$ cat src/rtl/logic_axi4_lite_register_bank_if.sv
// AXI4-Lite bus bundle (AW/W/B/AR/R channels) shared by the register bank and its master.
// The slave modport is the register-bank side; the master modport is the initiator side.
interface logic_axi4_lite_register_bank_if #(
   parameter int DATA_BYTES    = 4,
   parameter int ADDRESS_WIDTH = 8
);
   logic                     awvalid;
   logic                     awready;
   logic [ADDRESS_WIDTH-1:0] awaddr;
   logic [2:0]               awprot;
   logic                     wvalid;
   logic                     wready;
   logic [8*DATA_BYTES-1:0]  wdata;
   logic [DATA_BYTES-1:0]    wstrb;
   logic                     bvalid;
   logic                     bready;
   logic [1:0]               bresp;
   logic                     arvalid;
   logic                     arready;
   logic [ADDRESS_WIDTH-1:0] araddr;
   logic [2:0]               arprot;
   logic                     rvalid;
   logic                     rready;
   logic [8*DATA_BYTES-1:0]  rdata;
   logic [1:0]               rresp;

   modport slave (
      input  awvalid, awaddr, awprot,
      output awready,
      input  wvalid, wdata, wstrb,
      output wready,
      output bvalid, bresp,
      input  bready,
      input  arvalid, araddr, arprot,
      output arready,
      output rvalid, rdata, rresp,
      input  rready
   );

   modport master (
      output awvalid, awaddr, awprot,
      input  awready,
      output wvalid, wdata, wstrb,
      input  wready,
      input  bvalid, bresp,
      output bready,
      output arvalid, araddr, arprot,
      input  arready,
      input  rvalid, rdata, rresp,
      output rready
   );
endinterface

$ cat src/rtl/logic_axi4_lite_register_bank.sv
// AXI4-Lite register bank: terminates AW/W/B/AR/R in REGISTERS software-visible registers,
// exports the register contents and a one-cycle per-register write pulse.
// Optional feature macro: LOGIC_AXI4_LITE_REGISTER_BANK_PROT_CHECK_EN
//   defined   -> accesses with prot[0]=0 (unprivileged) get SLVERR and have no effect.
//   undefined -> awprot/arprot ignored; only the address decode decides the response.
module logic_axi4_lite_register_bank #(
   parameter int DATA_BYTES    = 4,
   parameter int ADDRESS_WIDTH = 8,
   parameter int REGISTERS     = 16
) (
   input  logic                              aclk,
   input  logic                              areset,
   logic_axi4_lite_register_bank_if.slave    bus,
   output logic [REGISTERS*8*DATA_BYTES-1:0] regs,
   output logic [REGISTERS-1:0]              regs_written
);
   localparam int W      = 8 * DATA_BYTES;
   localparam int LSB    = $clog2(DATA_BYTES);
   localparam int IDX_W  = ADDRESS_WIDTH - LSB;
   localparam int RIDX_W = $clog2(REGISTERS);
   localparam logic [1:0] RESP_OKAY   = 2'b00;
   localparam logic [1:0] RESP_SLVERR = 2'b10;

   typedef enum logic {W_COLLECT, W_RESP} wstate_t;
   typedef enum logic {R_IDLE, R_RESP} rstate_t;

   logic [W-1:0] regs_q [REGISTERS];

   wstate_t                  wstate_q, wstate_d;
   logic                     aw_held_q, aw_held_d;
   logic                     w_held_q, w_held_d;
   logic [ADDRESS_WIDTH-1:0] awaddr_q, awaddr_d;
   logic [2:0]               awprot_q, awprot_d;
   logic [W-1:0]             wdata_q, wdata_d;
   logic [DATA_BYTES-1:0]    wstrb_q, wstrb_d;
   logic                     bvalid_q, bvalid_d;
   logic [1:0]               bresp_q, bresp_d;
   logic [REGISTERS-1:0]     regs_written_q, regs_written_d;

   rstate_t                  rstate_q, rstate_d;
   logic                     rvalid_q, rvalid_d;
   logic [1:0]               rresp_q, rresp_d;
   logic [W-1:0]             rdata_q, rdata_d;

   logic [ADDRESS_WIDTH-1:0] wr_addr, rd_addr;
   logic [2:0]               wr_prot, rd_prot;
   logic [W-1:0]             wr_data;
   logic [DATA_BYTES-1:0]    wr_strb;
   logic [IDX_W-1:0]         wr_idx, rd_idx;
   logic                     wr_prot_ok, rd_prot_ok;
   logic                     wr_ok, rd_ok;
   logic                     wr_commit;
   logic                     aw_fire, w_fire, ar_fire;
   logic                     unused_bits;

   // Byte-lane merge of new write data into the old register value.
   function automatic logic [W-1:0] merge_strb(input logic [W-1:0]          old_v,
                                               input logic [W-1:0]          new_v,
                                               input logic [DATA_BYTES-1:0] strb);
      logic [W-1:0] res;
      res = old_v;
      for (int b = 0; b < DATA_BYTES; b++) begin
         if (strb[b]) res[b*8 +: 8] = new_v[b*8 +: 8];
      end
      return res;
   endfunction

   function automatic logic idx_in_range(input logic [IDX_W-1:0] idx);
      return int'(idx) < REGISTERS;
   endfunction

   // A channel captured in an earlier cycle wins over the live bus value.
   assign wr_addr = aw_held_q ? awaddr_q : bus.awaddr;
   assign wr_prot = aw_held_q ? awprot_q : bus.awprot;
   assign wr_data = w_held_q  ? wdata_q  : bus.wdata;
   assign wr_strb = w_held_q  ? wstrb_q  : bus.wstrb;
   assign wr_idx  = wr_addr[ADDRESS_WIDTH-1:LSB];
   assign rd_addr = bus.araddr;
   assign rd_prot = bus.arprot;
   assign rd_idx  = rd_addr[ADDRESS_WIDTH-1:LSB];

`ifdef LOGIC_AXI4_LITE_REGISTER_BANK_PROT_CHECK_EN
   assign wr_prot_ok = wr_prot[0];
   assign rd_prot_ok = rd_prot[0];
`else
   assign wr_prot_ok = 1'b1;
   assign rd_prot_ok = 1'b1;
`endif

   assign wr_ok = idx_in_range(wr_idx) && wr_prot_ok;
   assign rd_ok = idx_in_range(rd_idx) && rd_prot_ok;

   // Sub-word address bits and (when unchecked) prot carry no meaning for this bank.
   assign unused_bits = ^{wr_addr[LSB-1:0], rd_addr[LSB-1:0], wr_prot, rd_prot};

   // Write FSM: collect AW and W in any order, commit once both are held, hold B until accepted.
   always_comb begin
      wstate_d       = wstate_q;
      aw_held_d      = aw_held_q;
      w_held_d       = w_held_q;
      awaddr_d       = awaddr_q;
      awprot_d       = awprot_q;
      wdata_d        = wdata_q;
      wstrb_d        = wstrb_q;
      bvalid_d       = bvalid_q;
      bresp_d        = bresp_q;
      regs_written_d = '0;
      bus.awready    = 1'b0;
      bus.wready     = 1'b0;
      aw_fire        = 1'b0;
      w_fire         = 1'b0;
      wr_commit      = 1'b0;
      case (wstate_q)
         W_COLLECT: begin
            bus.awready = !areset && !aw_held_q;
            bus.wready  = !areset && !w_held_q;
            aw_fire     = bus.awvalid && bus.awready;
            w_fire      = bus.wvalid && bus.wready;
            if (aw_fire) begin
               aw_held_d = 1'b1;
               awaddr_d  = bus.awaddr;
               awprot_d  = bus.awprot;
            end
            if (w_fire) begin
               w_held_d = 1'b1;
               wdata_d  = bus.wdata;
               wstrb_d  = bus.wstrb;
            end
            if ((aw_held_q || aw_fire) && (w_held_q || w_fire)) begin
               wr_commit = 1'b1;
               bvalid_d  = 1'b1;
               bresp_d   = wr_ok ? RESP_OKAY : RESP_SLVERR;
               if (wr_ok) regs_written_d[wr_idx[RIDX_W-1:0]] = 1'b1;
               wstate_d  = W_RESP;
            end
         end
         W_RESP: begin
            if (bus.bready) begin
               bvalid_d  = 1'b0;
               aw_held_d = 1'b0;
               w_held_d  = 1'b0;
               wstate_d  = W_COLLECT;
            end
         end
         default: wstate_d = W_COLLECT;
      endcase
   end

   // Write-side control state; reset drops any pending capture or response.
   always_ff @(posedge aclk) begin
      if (areset) begin
         wstate_q       <= W_COLLECT;
         aw_held_q      <= 1'b0;
         w_held_q       <= 1'b0;
         bvalid_q       <= 1'b0;
         bresp_q        <= RESP_OKAY;
         regs_written_q <= '0;
      end else begin
         wstate_q       <= wstate_d;
         aw_held_q      <= aw_held_d;
         w_held_q       <= w_held_d;
         bvalid_q       <= bvalid_d;
         bresp_q        <= bresp_d;
         regs_written_q <= regs_written_d;
      end
   end

   // Captured AW/W payload; only meaningful while the matching held flag is set.
   always_ff @(posedge aclk) begin
      awaddr_q <= awaddr_d;
      awprot_q <= awprot_d;
      wdata_q  <= wdata_d;
      wstrb_q  <= wstrb_d;
   end

   // Register bank update on the commit edge.
   always_ff @(posedge aclk) begin
      if (areset) begin
         for (int i = 0; i < REGISTERS; i++) regs_q[i] <= '0;
      end else if (wr_commit && wr_ok) begin
         regs_q[wr_idx[RIDX_W-1:0]] <= merge_strb(regs_q[wr_idx[RIDX_W-1:0]], wr_data, wr_strb);
      end
   end

   // Read FSM: sample the pre-write register value on AR, hold R until accepted.
   always_comb begin
      rstate_d    = rstate_q;
      rvalid_d    = rvalid_q;
      rresp_d     = rresp_q;
      rdata_d     = rdata_q;
      bus.arready = 1'b0;
      ar_fire     = 1'b0;
      case (rstate_q)
         R_IDLE: begin
            bus.arready = !areset;
            ar_fire     = bus.arvalid && bus.arready;
            if (ar_fire) begin
               rvalid_d = 1'b1;
               rresp_d  = rd_ok ? RESP_OKAY : RESP_SLVERR;
               rdata_d  = rd_ok ? regs_q[rd_idx[RIDX_W-1:0]] : '0;
               rstate_d = R_RESP;
            end
         end
         R_RESP: begin
            if (bus.rready) begin
               rvalid_d = 1'b0;
               rstate_d = R_IDLE;
            end
         end
         default: rstate_d = R_IDLE;
      endcase
   end

   // Read-side state and response payload.
   always_ff @(posedge aclk) begin
      if (areset) begin
         rstate_q <= R_IDLE;
         rvalid_q <= 1'b0;
         rresp_q  <= RESP_OKAY;
         rdata_q  <= '0;
      end else begin
         rstate_q <= rstate_d;
         rvalid_q <= rvalid_d;
         rresp_q  <= rresp_d;
         rdata_q  <= rdata_d;
      end
   end

   assign bus.bvalid   = bvalid_q;
   assign bus.bresp    = bresp_q;
   assign bus.rvalid   = rvalid_q;
   assign bus.rresp    = rresp_q;
   assign bus.rdata    = rdata_q;
   assign regs_written = regs_written_q;

   for (genvar g = 0; g < REGISTERS; g++) begin : g_regs_out
      assign regs[g*W +: W] = regs_q[g];
   end
endmodule

$ cat src/flat_wrapper.sv
// flat-port wrapper written by rule: the top's interface ports become plain ports
module logic_axi4_lite_register_bank_flat 
#(
   parameter int DATA_BYTES    = 4,
   parameter int ADDRESS_WIDTH = 8,
   parameter int REGISTERS     = 16
)
  (aclk, areset, regs, regs_written, bus_awvalid, bus_awaddr, bus_awprot, bus_awready, bus_wvalid, bus_wdata, bus_wstrb, bus_wready, bus_bvalid, bus_bresp, bus_bready, bus_arvalid, bus_araddr, bus_arprot, bus_arready, bus_rvalid, bus_rdata, bus_rresp, bus_rready);
  logic_axi4_lite_register_bank_if #(.DATA_BYTES(DATA_BYTES), .ADDRESS_WIDTH(ADDRESS_WIDTH)) bus_i ();
  input  logic aclk;
  input  logic areset;
  output logic [REGISTERS*8*DATA_BYTES-1:0] regs;
  output logic [REGISTERS-1:0] regs_written;
  input wire logic [$bits(bus_i.awvalid)-1:0] bus_awvalid;
  input wire logic [$bits(bus_i.awaddr)-1:0] bus_awaddr;
  input wire logic [$bits(bus_i.awprot)-1:0] bus_awprot;
  output wire logic [$bits(bus_i.awready)-1:0] bus_awready;
  input wire logic [$bits(bus_i.wvalid)-1:0] bus_wvalid;
  input wire logic [$bits(bus_i.wdata)-1:0] bus_wdata;
  input wire logic [$bits(bus_i.wstrb)-1:0] bus_wstrb;
  output wire logic [$bits(bus_i.wready)-1:0] bus_wready;
  output wire logic [$bits(bus_i.bvalid)-1:0] bus_bvalid;
  output wire logic [$bits(bus_i.bresp)-1:0] bus_bresp;
  input wire logic [$bits(bus_i.bready)-1:0] bus_bready;
  input wire logic [$bits(bus_i.arvalid)-1:0] bus_arvalid;
  input wire logic [$bits(bus_i.araddr)-1:0] bus_araddr;
  input wire logic [$bits(bus_i.arprot)-1:0] bus_arprot;
  output wire logic [$bits(bus_i.arready)-1:0] bus_arready;
  output wire logic [$bits(bus_i.rvalid)-1:0] bus_rvalid;
  output wire logic [$bits(bus_i.rdata)-1:0] bus_rdata;
  output wire logic [$bits(bus_i.rresp)-1:0] bus_rresp;
  input wire logic [$bits(bus_i.rready)-1:0] bus_rready;
  assign bus_i.awvalid = bus_awvalid;
  assign bus_i.awaddr = bus_awaddr;
  assign bus_i.awprot = bus_awprot;
  assign bus_awready = bus_i.awready;
  assign bus_i.wvalid = bus_wvalid;
  assign bus_i.wdata = bus_wdata;
  assign bus_i.wstrb = bus_wstrb;
  assign bus_wready = bus_i.wready;
  assign bus_bvalid = bus_i.bvalid;
  assign bus_bresp = bus_i.bresp;
  assign bus_i.bready = bus_bready;
  assign bus_i.arvalid = bus_arvalid;
  assign bus_i.araddr = bus_araddr;
  assign bus_i.arprot = bus_arprot;
  assign bus_arready = bus_i.arready;
  assign bus_rvalid = bus_i.rvalid;
  assign bus_rdata = bus_i.rdata;
  assign bus_rresp = bus_i.rresp;
  assign bus_i.rready = bus_rready;
  logic_axi4_lite_register_bank #(.DATA_BYTES(DATA_BYTES), .ADDRESS_WIDTH(ADDRESS_WIDTH), .REGISTERS(REGISTERS)) u_core (.aclk(aclk), .areset(areset), .bus(bus_i), .regs(regs), .regs_written(regs_written));
endmodule
$ cat config.mk
export PLATFORM = sky130hd
export DESIGN_NAME = logic_axi4_lite_register_bank_flat
export DESIGN_NICKNAME = d
export VERILOG_FILES = /design/src/rtl/logic_axi4_lite_register_bank_if.sv /design/src/rtl/logic_axi4_lite_register_bank.sv /design/src/flat_wrapper.sv
export SDC_FILE = /design/constraint.sdc
export NUM_CORES = 1
export LEC_CHECK = 0
export ABC_CLOCK_PERIOD_IN_PS = 3000
export BUFFER_PORTS_ARGS = -buffer_cell sky130_fd_sc_hd__buf_2
export CAP_MARGIN = 20
export CORE_MARGIN = 5
export CORE_UTILIZATION = 40
export DETAILED_ROUTE_END_ITERATION = 8
export HOLD_SLACK_MARGIN = 0.02
export SLEW_MARGIN = 30
export SYNTH_ARGS = -nofsm -noshare
export SYNTH_HDL_FRONTEND = slang
export SYNTH_SLANG_ARGS = --single-unit
$ cat constraint.sdc
create_clock -name aclk -period 3 [get_ports aclk]
set_input_delay 0.15 -clock aclk [delete_from_list [all_inputs] [get_ports aclk]]
set_output_delay 0.15 -clock aclk [all_outputs]
set_load 0.05 [all_outputs]
# Word level (Yosys, flattened, before mapping)
# Memory sizes are Yosys's and may differ from the RTL's.
# Cells that the tools add are included.
[word_totals]
regBits = 102
ram_bits = 512
inputBits = 65
out_inout_bits = 569
word_cells = 107
memories = 1
[memory_table]
columns = ["memory", "depth", "word_bits", "read_ports", "rd_ports_with_merged_regs", "write_ports", "line_no", "source"]
rows = [
  ["u_core.regs_q", 16, 32, 17, 0, 16, "logic_axi4_lite_register_bank.sv:27", "logic [W-1:0] regs_q [REGISTERS];"],
]
[classes]
magnitude_cmp = 4
eq_ne = 10
mux = 48
bitwise = 4
n_reduce_logical = 27
[op_table]
columns = ["cell", "count"]
rows = [
  ["$mux W8", 13],
  ["$mux W32", 3],
  ["$reduce_or A32 Y1", 1],
  ["$reduce_and A2 Y1", 12],
  ["$mux W1", 20],
  ["$lt A6 B5 Y1 const B", 2],
  ["$mux W4", 3],
  ["$ne A3 B3 Y1 const B", 4],
  ["$pmux W1 S2", 6],
  ["$logic_and A1 B1 Y1", 8],
  ["$ne A2 B1 Y1 const B", 4],
  ["$lt A4 B5 Y1 const B", 1],
  ["$demux W1 S4", 1],
  ["$ge A4 B1 Y1 const B", 1],
  ["$mux W2", 2],
  ["$ne A2 B2 Y1 const B", 2],
  ["$not A1 Y1", 4],
  ["$reduce_or A4 Y1", 1],
  ["$logic_not A1 Y1", 3],
  ["$logic_or A1 B1 Y1", 2],
]

# Logic depth before layout (Yosys ltp)
# Gate-level depths: netlist of the first run.
[logic_depth]
word_depth = 14
mapped_depth = 8
depth_no_buf = 4

# Worst setup path after synthesis of the first run
# No wires, ideal clock.
[synth_timing]
kind = "flip-flop to flip-flop"
from = "register u_core.w_held_q"
to = "register u_core.wdata_q[0] (enable)"
setup_time_ps = 396
t_arrival_ps = 2438
path_slack_ps = 166
path_stages_with_launch = 5
path_cell_list = "dfxtp_1 -> clkbuf_1 -> buf_1 -> nor2_1 -> and2_1"
[synth_between]
elab_chain_cells = 4
[synth_lines]
columns = ["item", "line_no", "source"]
rows = [
  ["start, declared", "logic_axi4_lite_register_bank.sv:31", "logic w_held_q, w_held_d;"],
  ["start signal, assigned", "logic_axi4_lite_register_bank.sv:161", "w_held_q <= w_held_d;"],
  ["$logic_not A1 Y1", "logic_axi4_lite_register_bank.sv:116", "bus.wready = !areset && !w_held_q;"],
  ["$logic_and A1 B1 Y1", "logic_axi4_lite_register_bank.sv:116", ""],
  ["$logic_and A1 B1 Y1", "logic_axi4_lite_register_bank.sv:118", "w_fire = bus.wvalid && bus.wready;"],
  ["$reduce_and A2 Y1 (no line)", "n/a", ""],
  ["end signal, assigned", "logic_axi4_lite_register_bank.sv:172", "wdata_q <= wdata_d;"],
  ["end, declared", "logic_axi4_lite_register_bank.sv:34", "logic [W-1:0] wdata_q, wdata_d;"],
]
# Every way passes these cells.
# A chain may end at the register's enable or synchronous reset.

==> results.sh, run 1 <==
export IMPL_setup_slack_ns=0.334
export IMPL_ant_nets=0
export IMPL_drive_above_1_share_pct=40.9
export IMPL_hold_depth=5
export IMPL_port_buffers=621
export IMPL_p_leak_nw=13.6
export IMPL_synth_distinct_cells=38
export IMPL_outcome="completed"
export IMPL_place_hpwl_mm=76.8
export IMPL_sequentialPowerShare_pct=45.4
export IMPL_initial_core_util_pct=40.1
export IMPL_grt_pass1_vias=18870
export IMPL_core_um2=65500
export IMPL_final_area_um2=33800
export IMPL_crit_type="reg2reg"
export IMPL_powerDensity_nw_per_um2=636
export IMPL_antenna_found_initial=4
export IMPL_cap_violations=0
export IMPL_grt_first_pass_wirelength_mm=139
export IMPL_hold_ws_ns=0.189
export IMPL_ir_drop_mv=0.471
export IMPL_rows=94
export IMPL_dr_pass1_iters=5
export IMPL_drt_iter0_markers=2040
export IMPL_cts_root_buffer="clkbuf_16"
export IMPL_cts_sinks=610
export IMPL_path_max_fanout=16
export IMPL_syn_to_final_growth_pct=28.6
export IMPL_viasPerCell=5.52
export IMPL_routedWlPerCell_um=28.7
export IMPL_synth_most_common_cell="edfxtp_1"
export IMPL_relSlewSlack_pct=40.2
export IMPL_insertion_delay_ns=0.59
export IMPL_fillCellCount=5634
export IMPL_final_util_pct=51.6
export IMPL_min_delay_start="bus_araddr[5]"
export IMPL_via_count=19265
export IMPL_dp_slack_ns=0.405
export IMPL_hold_end="u_core.bus.rdata[31]$_SDFFE_PP0P_"
export IMPL_period_minus_slack_ns=2.67
export IMPL_worstRegToRegCells=6
export IMPL_pin_count=634
export IMPL_syn_area_um2=26300
export IMPL_postSynthAreaPerCell_um2=14.4
export IMPL_p_comb_share_pct=13.7
export IMPL_drc_errors=0
export IMPL_ff2ff_setup_slack_ns=0.33
export IMPL_gr_usage_all_layers_pct=27.1
export IMPL_place_area_um2=31000
export IMPL_synth_top_cell_area_share_pct=63.3
export IMPL_required_ns=3.28
export IMPL_syn_inst=1825
export IMPL_cts_tree="yes"
export IMPL_htree_levels=3
export IMPL_ys_ff_latch=610
export IMPL_netSwitchingFraction_pct=26.8
export IMPL_finClkSkew_ns=0.0225
export IMPL_dieWidth_um=266
export IMPL_startpoint="u_core.aw_held_q$_SDFFE_PP0P_"
export IMPL_setup_tns_final_ns=0
export IMPL_dieArea_um2=71000
export IMPL_dieHeight_um=266
export IMPL_async_flop_share_pct=0
export IMPL_yosysTopAreaCell="edfxtp_1"
export IMPL_clk_path_buf_depth=3
export IMPL_r2r_end="u_core.regs_q[5][18]$_SDFFCE_PN0P_"
export IMPL_start_kind="flop"
export IMPL_setup_violations=0
export IMPL_clk_pin_slew_worst_paths_ns=0.06
export IMPL_hp_class="in2reg"
export IMPL_cp_end_kind="flop"
export IMPL_synth_warnings=0
export IMPL_gp_congestion=0.925
export IMPL_grt_start_max_net_pins=78
export IMPL_place_inst=3318
export IMPL_synth_ff_type="edfxtp_1"
export IMPL_synthTopCellsByArea="edfxtp_1, mux4_2, nor2_1"
export IMPL_final_cells=3491
export IMPL_wl_mm=100
export IMPL_grt_ovfl_total=0
export IMPL_nNetsFinal=2638
export IMPL_internal_power_mw=15.7
export IMPL_p_sw_mw=5.77
export IMPL_finalCritPeriodShare_pct=88.9
export IMPL_rr_startpoint="u_core.aw_held_q$_SDFFE_PP0P_"
export IMPL_synth_edff_count=554
export IMPL_yosysSeqAreaShare_pct=67.5
export IMPL_power_mw=21.5
export IMPL_p_clk_share_pct=40.9
export IMPL_worst_slew_pin_slew_ns=0.897
export IMPL_rsz0062_at_grt="no"
export IMPL_slew_violations=0
export IMPL_synth_common_cells="edfxtp_1, nor2_1, mux2i_1"
export IMPL_cts_buffers=68
export IMPL_arrival_ns=2.95
export IMPL_timing_fmax_mhz=375
export IMPL_hold_viol=0
## critical path, stage by stage, from the launching register on
cell and delay [ns]:
dfxtp_1 0.32, or3_1 0.44, a2111oi_4 0.44, buf_12 0.24
nand3_2 0.32, o21bai_1 0.34, buf_4 0.24
## per-layer routing
layer | part of all wire (%) | GRT usage (%) | vias up
li1 | - | - | 8203
met5 | 0.10 | 1.01 | -
met1 | 39 | 37.6 | 9733
met3 | 11 | 6.97 | 162
met2 | 47 | 42.5 | 1165
met4 | 3.2 | 8.04 | 2
## flip-flops by register name (all words and copies together) (netlist names), 4 cells and up
name	count
u_core.wdata_q	32
u_core.regs_written	16
u_core.wstrb_q	4
u_core.bus.rdata	32
u_core.regs_q	512
u_core.awaddr_q	6
## how the worst max path moves through the flow
| stage | cells past startpoint | end | slack, ns |
|---|---|---|---|
| 6_report | 6 | u_core.regs_q[5][18]$_SDFFCE_PN0P_ | 0.33 |
| 5_1_grt | 6 | u_core.regs_q[6][16]$_SDFFCE_PN0P_ | 0.27 |
| 4_1_cts | 6 | u_core.regs_q[5][16]$_SDFFCE_PN0P_ | 0.37 |
| 3_5_place_dp | 6 | u_core.regs_q[5][20]$_SDFFCE_PN0P_ | 0.40 |
| 3_3_place_gp | 6 | u_core.regs_q[5][1]$_SDFFCE_PN0P_ | 0.43 |
| 2_1_floorplan | 4 | u_core.wdata_q[0]$_DFFE_PP_ | 0.17 |
## cell type report
cell class                      instances  area [um2]  area share [%]
Sequential cell                       610       17800            52.5
Multi-Input combinational cell       1040        7670            22.7
Timing Repair Buffer                  831        4880            14.4
Clock buffer                           91        1900            5.62
Tap cell                              864        1080            3.20
Clock inverter                         32         439            1.30
Inverter                               22        82.6           0.244
Antenna cell                            1        2.50         0.00740
## power groups by stage
| stage | Combinational, mW | Sequential [mW] | Clock [mW] |
|---|---|---|---|
| after global routing | 3.05 | 9.78 | 9.28 |
| after global placement | 2.85 | 9.93 | 0 |
| after detailed placement | 2.88 | 9.94 | 0 |
| after floorplan | 0.932 | 10.8 | 0 |
| after CTS | 2.94 | 9.76 | 8.95 |
| final | 2.95 | 9.77 | 8.79 |
## cells by family after synthesis
| group | count (synthesis) | synth area share, % |
|---|---|---|
| simple gates | 628 | 10.5 |
| flops | 610 | 67.5 |
| mux | 233 | 13.6 |
| compound gates | 177 | 4.97 |
| buf+inv | 176 | 3.40 |
| other cells | 1 | 0.0143 |
## what timing repair did
action / 4_1_cts / 5_1_grt
hold buffers: 49 / 0
resized for setup: 0 / 0
buffers inserted: 0 / 0
endpoints found under the hold margin: 49 / 0
## cells in the final DEF (no fill, tap or decap), drive strengths merged, types with 32 or more instances in the layout
cell type,Yosys,layout
edfxtp,554,554
o21bai,64,64
clkbuf,79,91
mux2i,100,100
a32oi,32,32
nand2b,36,36
mux2,37,37
o21ai,33,33
mux4,96,96
a22oi,34,34
dfxtp,56,56
dlygate4sd3,0,49
buf,75,782
nor2,526,526
nand2,37,37
(Power assumes the default switching activity.)
==> inputs of run 2 (changes only) <==
--- a/config.mk
+++ b/config.mk
@@ -5,13 +5,16 @@
 export SDC_FILE = /design/constraint.sdc
 export NUM_CORES = 1
 export LEC_CHECK = 0
-export ABC_CLOCK_PERIOD_IN_PS = 3000
+export ABC_CLOCK_PERIOD_IN_PS = 2850
 export BUFFER_PORTS_ARGS = -buffer_cell sky130_fd_sc_hd__buf_2
 export CAP_MARGIN = 20
+export CELL_PAD_IN_SITES_DETAIL_PLACEMENT = 2
+export CELL_PAD_IN_SITES_GLOBAL_PLACEMENT = 2
 export CORE_MARGIN = 5
-export CORE_UTILIZATION = 40
+export CORE_UTILIZATION = 37
 export DETAILED_ROUTE_END_ITERATION = 8
 export HOLD_SLACK_MARGIN = 0.02
+export PLACE_DENSITY_LB_ADDON = 0.1
 export SLEW_MARGIN = 30
 export SYNTH_ARGS = -nofsm -noshare
 export SYNTH_HDL_FRONTEND = slang
==> constraint.sdc (replaced) <==
create_clock -name aclk -period 2.85 [get_ports aclk]
set_input_delay 0.1425 -clock aclk [delete_from_list [all_inputs] [get_ports aclk]]
set_output_delay 0.1425 -clock aclk [all_outputs]
set_load 0.05 [all_outputs]
==> run 2 against run 1 <==
Highest routed layer unchanged. Utilization is 3.3 points lower. Non-clock buffer count is 18 higher. Routed wire length is 17% higher. Critical path depth stayed put. Worst hold slack worse by 0.065 ns. Combinational power is 6% higher.
==> results.sh, run 2 (synthesis gave the netlist of run 1 again) <==
export IMPL_sequentialPowerShare_pct=46.6
export IMPL_hp_class="in2reg"
export IMPL_required_ns=3.15
export IMPL_critPathBufInv=2
export IMPL_critPathSlowestCell="dfxtp_1"
export IMPL_initial_core_util_pct=37.4
export IMPL_timing_fmax_mhz=371
export IMPL_viasPerCell=5.51
export IMPL_start_kind="flop"
export IMPL_setup_violations=0
export IMPL_drc_errors=0
export IMPL_syn_to_final_growth_pct=29.3
export IMPL_dr_pass1_iters=5
export IMPL_p_comb_share_pct=14.2
export IMPL_ant_nets=0
export IMPL_insertion_delay_ns=0.60
export IMPL_rows=97
export IMPL_htree_levels=3
export IMPL_cts_tree="yes"
export IMPL_cap_violations=0
export IMPL_period_minus_slack_ns=2.69
export IMPL_mostFrequentLayoutCell="buf_2"
export IMPL_dieHeight_um=277
export IMPL_ff2ff_setup_slack_ns=0.16
export IMPL_path_max_fanout=16
export IMPL_ir_drop_mv=0.468
export IMPL_p_clk_share_pct=39.3
export IMPL_worstRegToRegCells=6
export IMPL_cp_end_kind="flop"
export IMPL_largest_register_ffs=512
export IMPL_path_depth=6
export IMPL_rsz0062_at_grt="no"
export IMPL_routedWlPerCell_um=32.5
export IMPL_final_cell_mix="buf_2, edfxtp_1, nor2_1, buf_4, mux2i_1"
export IMPL_dieArea_um2=76500
export IMPL_hold_viol=0
export IMPL_gr_usage_all_layers_pct=29.5
export IMPL_setup_tns_final_ns=0
export IMPL_internal_power_mw=16.0
export IMPL_rr_startpoint="u_core.aw_held_q$_SDFFE_PP0P_"
export IMPL_drt_iter0_markers=1956
export IMPL_clk_pin_slew_worst_paths_ns=0.06
export IMPL_port_buffers=621
export IMPL_core_um2=70300
export IMPL_cts_buffers=69
export IMPL_grt_first_pass_wirelength_mm=163
export IMPL_crit_path_end="u_core.regs_q[9][21]$_SDFFCE_PN0P_"
export IMPL_hold_ws_ns=0.124
export IMPL_powerDensity_nw_per_um2=652
export IMPL_cts_root_buffer="clkbuf_16"
export IMPL_finClkSkew_ns=0.0170
export IMPL_outcome="completed"
export IMPL_antenna_found_initial=18
export IMPL_grt_start_max_net_pins=57
export IMPL_crit_type="reg2reg"
export IMPL_finalCritPeriodShare_pct=94.5
export IMPL_grt_pass1_vias=21138
export IMPL_clk_path_buf_depth=3
export IMPL_arrival_ns=2.99
export IMPL_pin_count=634
export IMPL_cp_cell_sequence="or3b_1, a2111oi_4, buf_12, nand3_4, o21bai_1, buf_4"
export IMPL_wl_mm=117
export IMPL_dieWidth_um=277
export IMPL_relSlewSlack_pct=35.3
export IMPL_regMostFlops="u_core.regs_q"
export IMPL_cts_sinks=610
export IMPL_place_area_um2=31300
export IMPL_final_area_um2=34000
export IMPL_grt_ovfl_total=0
export IMPL_drive_above_1_share_pct=41.1
export IMPL_r2r_end="u_core.regs_q[9][21]$_SDFFCE_PN0P_"
export IMPL_netSwitchingFraction_pct=28.0
export IMPL_hold_depth=3
export IMPL_p_sw_mw=6.21
export IMPL_worst_slew_pin_slew_ns=0.971
export IMPL_p_leak_nw=13.6
export IMPL_via_count=19812
export IMPL_cp_top_family="simple AND/OR/NAND/NOR gates"
export IMPL_place_hpwl_mm=87.6
export IMPL_max_stage_delay_ns=0.44
export IMPL_gp_congestion=0.897
export IMPL_slew_violations=0
export IMPL_nNetsFinal=2657
export IMPL_power_mw=22.2
export IMPL_startpoint="u_core.aw_held_q$_SDFFE_PP0P_"
## run 2: cell types whose count changed in the layout (fill, tap and decap cells not counted), moves of 2 or more
cell       change
clkbuf_1       +4
clkinv_1       +2
diode_2       +10
clkbuf_8       +4
bufinv_16      -8
buf_4          +9
buf_12         +9
## run 2: worst reg2reg max path: cells and delay by family (launching register included)
kind | cells | cell delay [ns]
flops | 1 | 0.44
simple gates | 2 | 0.76
compound gates | 2 | 0.72
buf+inv | 2 | 0.48
## run 2: layer usage
| layer | vias up | track usage [%] | share of wire (%) |
|---|---|---|---|
| met2 | 939 | 52.0 | 51 |
| li1 | 8246 | - | - |
| met1 | 10442 | 35.6 | 37 |
| met5 | - | 0 | 0.012 |
| met4 | 2 | 9.78 | 3.7 |
| met3 | 183 | 7.20 | 8.1 |
## run 2: cell type report
| cell class | instances | area [um2] |
|---|---|---|
| Antenna cell | 11 | 27.5 |
| Tap cell | 940 | 1180 |
| Timing Repair Buffer | 849 | 5110 |
| Clock buffer | 99 | 1970 |
| Inverter | 22 | 82.6 |
| Clock inverter | 24 | 186 |
| Fill cell | 6846 | 36300 |
| Multi-Input combinational cell | 1040 | 7670 |
| Sequential cell | 610 | 17800 |
## run 2: worst min path at each step
stage	from	end	slack (ns)
finish	areset	u_core.bus.rvalid$_SDFFE_PP0P_	0.12
global route	areset	u_core.bus.rvalid$_SDFFE_PP0P_	0.12
CTS	bus_araddr[5]	u_core.bus.rdata[16]$_SDFFE_PP0P_	0.11
detailed placement	bus_wdata[18]	u_core.wdata_q[18]$_DFFE_PP_	0.34
global placement	bus_wdata[12]	u_core.wdata_q[12]$_DFFE_PP_	0.34
floorplan	bus_awaddr[2]	u_core.awaddr_q[2]$_DFFE_PP_	0.24
## run 2: power by group through the flow
stage                     Combinational (mW)  Sequential (mW)  Clock, mW
after global routing                    3.25             10.3       9.21
after global placement                  3.00             10.5          0
after detailed placement                3.07             10.5          0
after floorplan                        0.981             11.4          0
after CTS                               3.14             10.3       8.84
final                                   3.14             10.3       8.70
## run 2: stage by stage
| step | setup slack [ns] | std cells | util [%] |
|---|---|---|---|
| 2_1_floorplan | 0.0160 | 1826 | - |
| 3_3_place_gp | 0.154 | 3411 | 44.5 |
| 3_5_place_dp | 0.0903 | 3411 | 44.5 |
| 4_1_cts | 0.0516 | 3584 | 48.3 |
| 5_1_grt | 0.0433 | 3591 | 48.3 |
| 6_report | 0.158 | 3595 | 48.4 |
## run 2: what timing repair did
action / in CTS / in global routing
hold endpoints to repair: 49 / 0
hold buffers: 50 / 0
gates resized for setup: 0 / 1
endpoints found under the setup margin: 0 / 6
setup buffers: 0 / 0
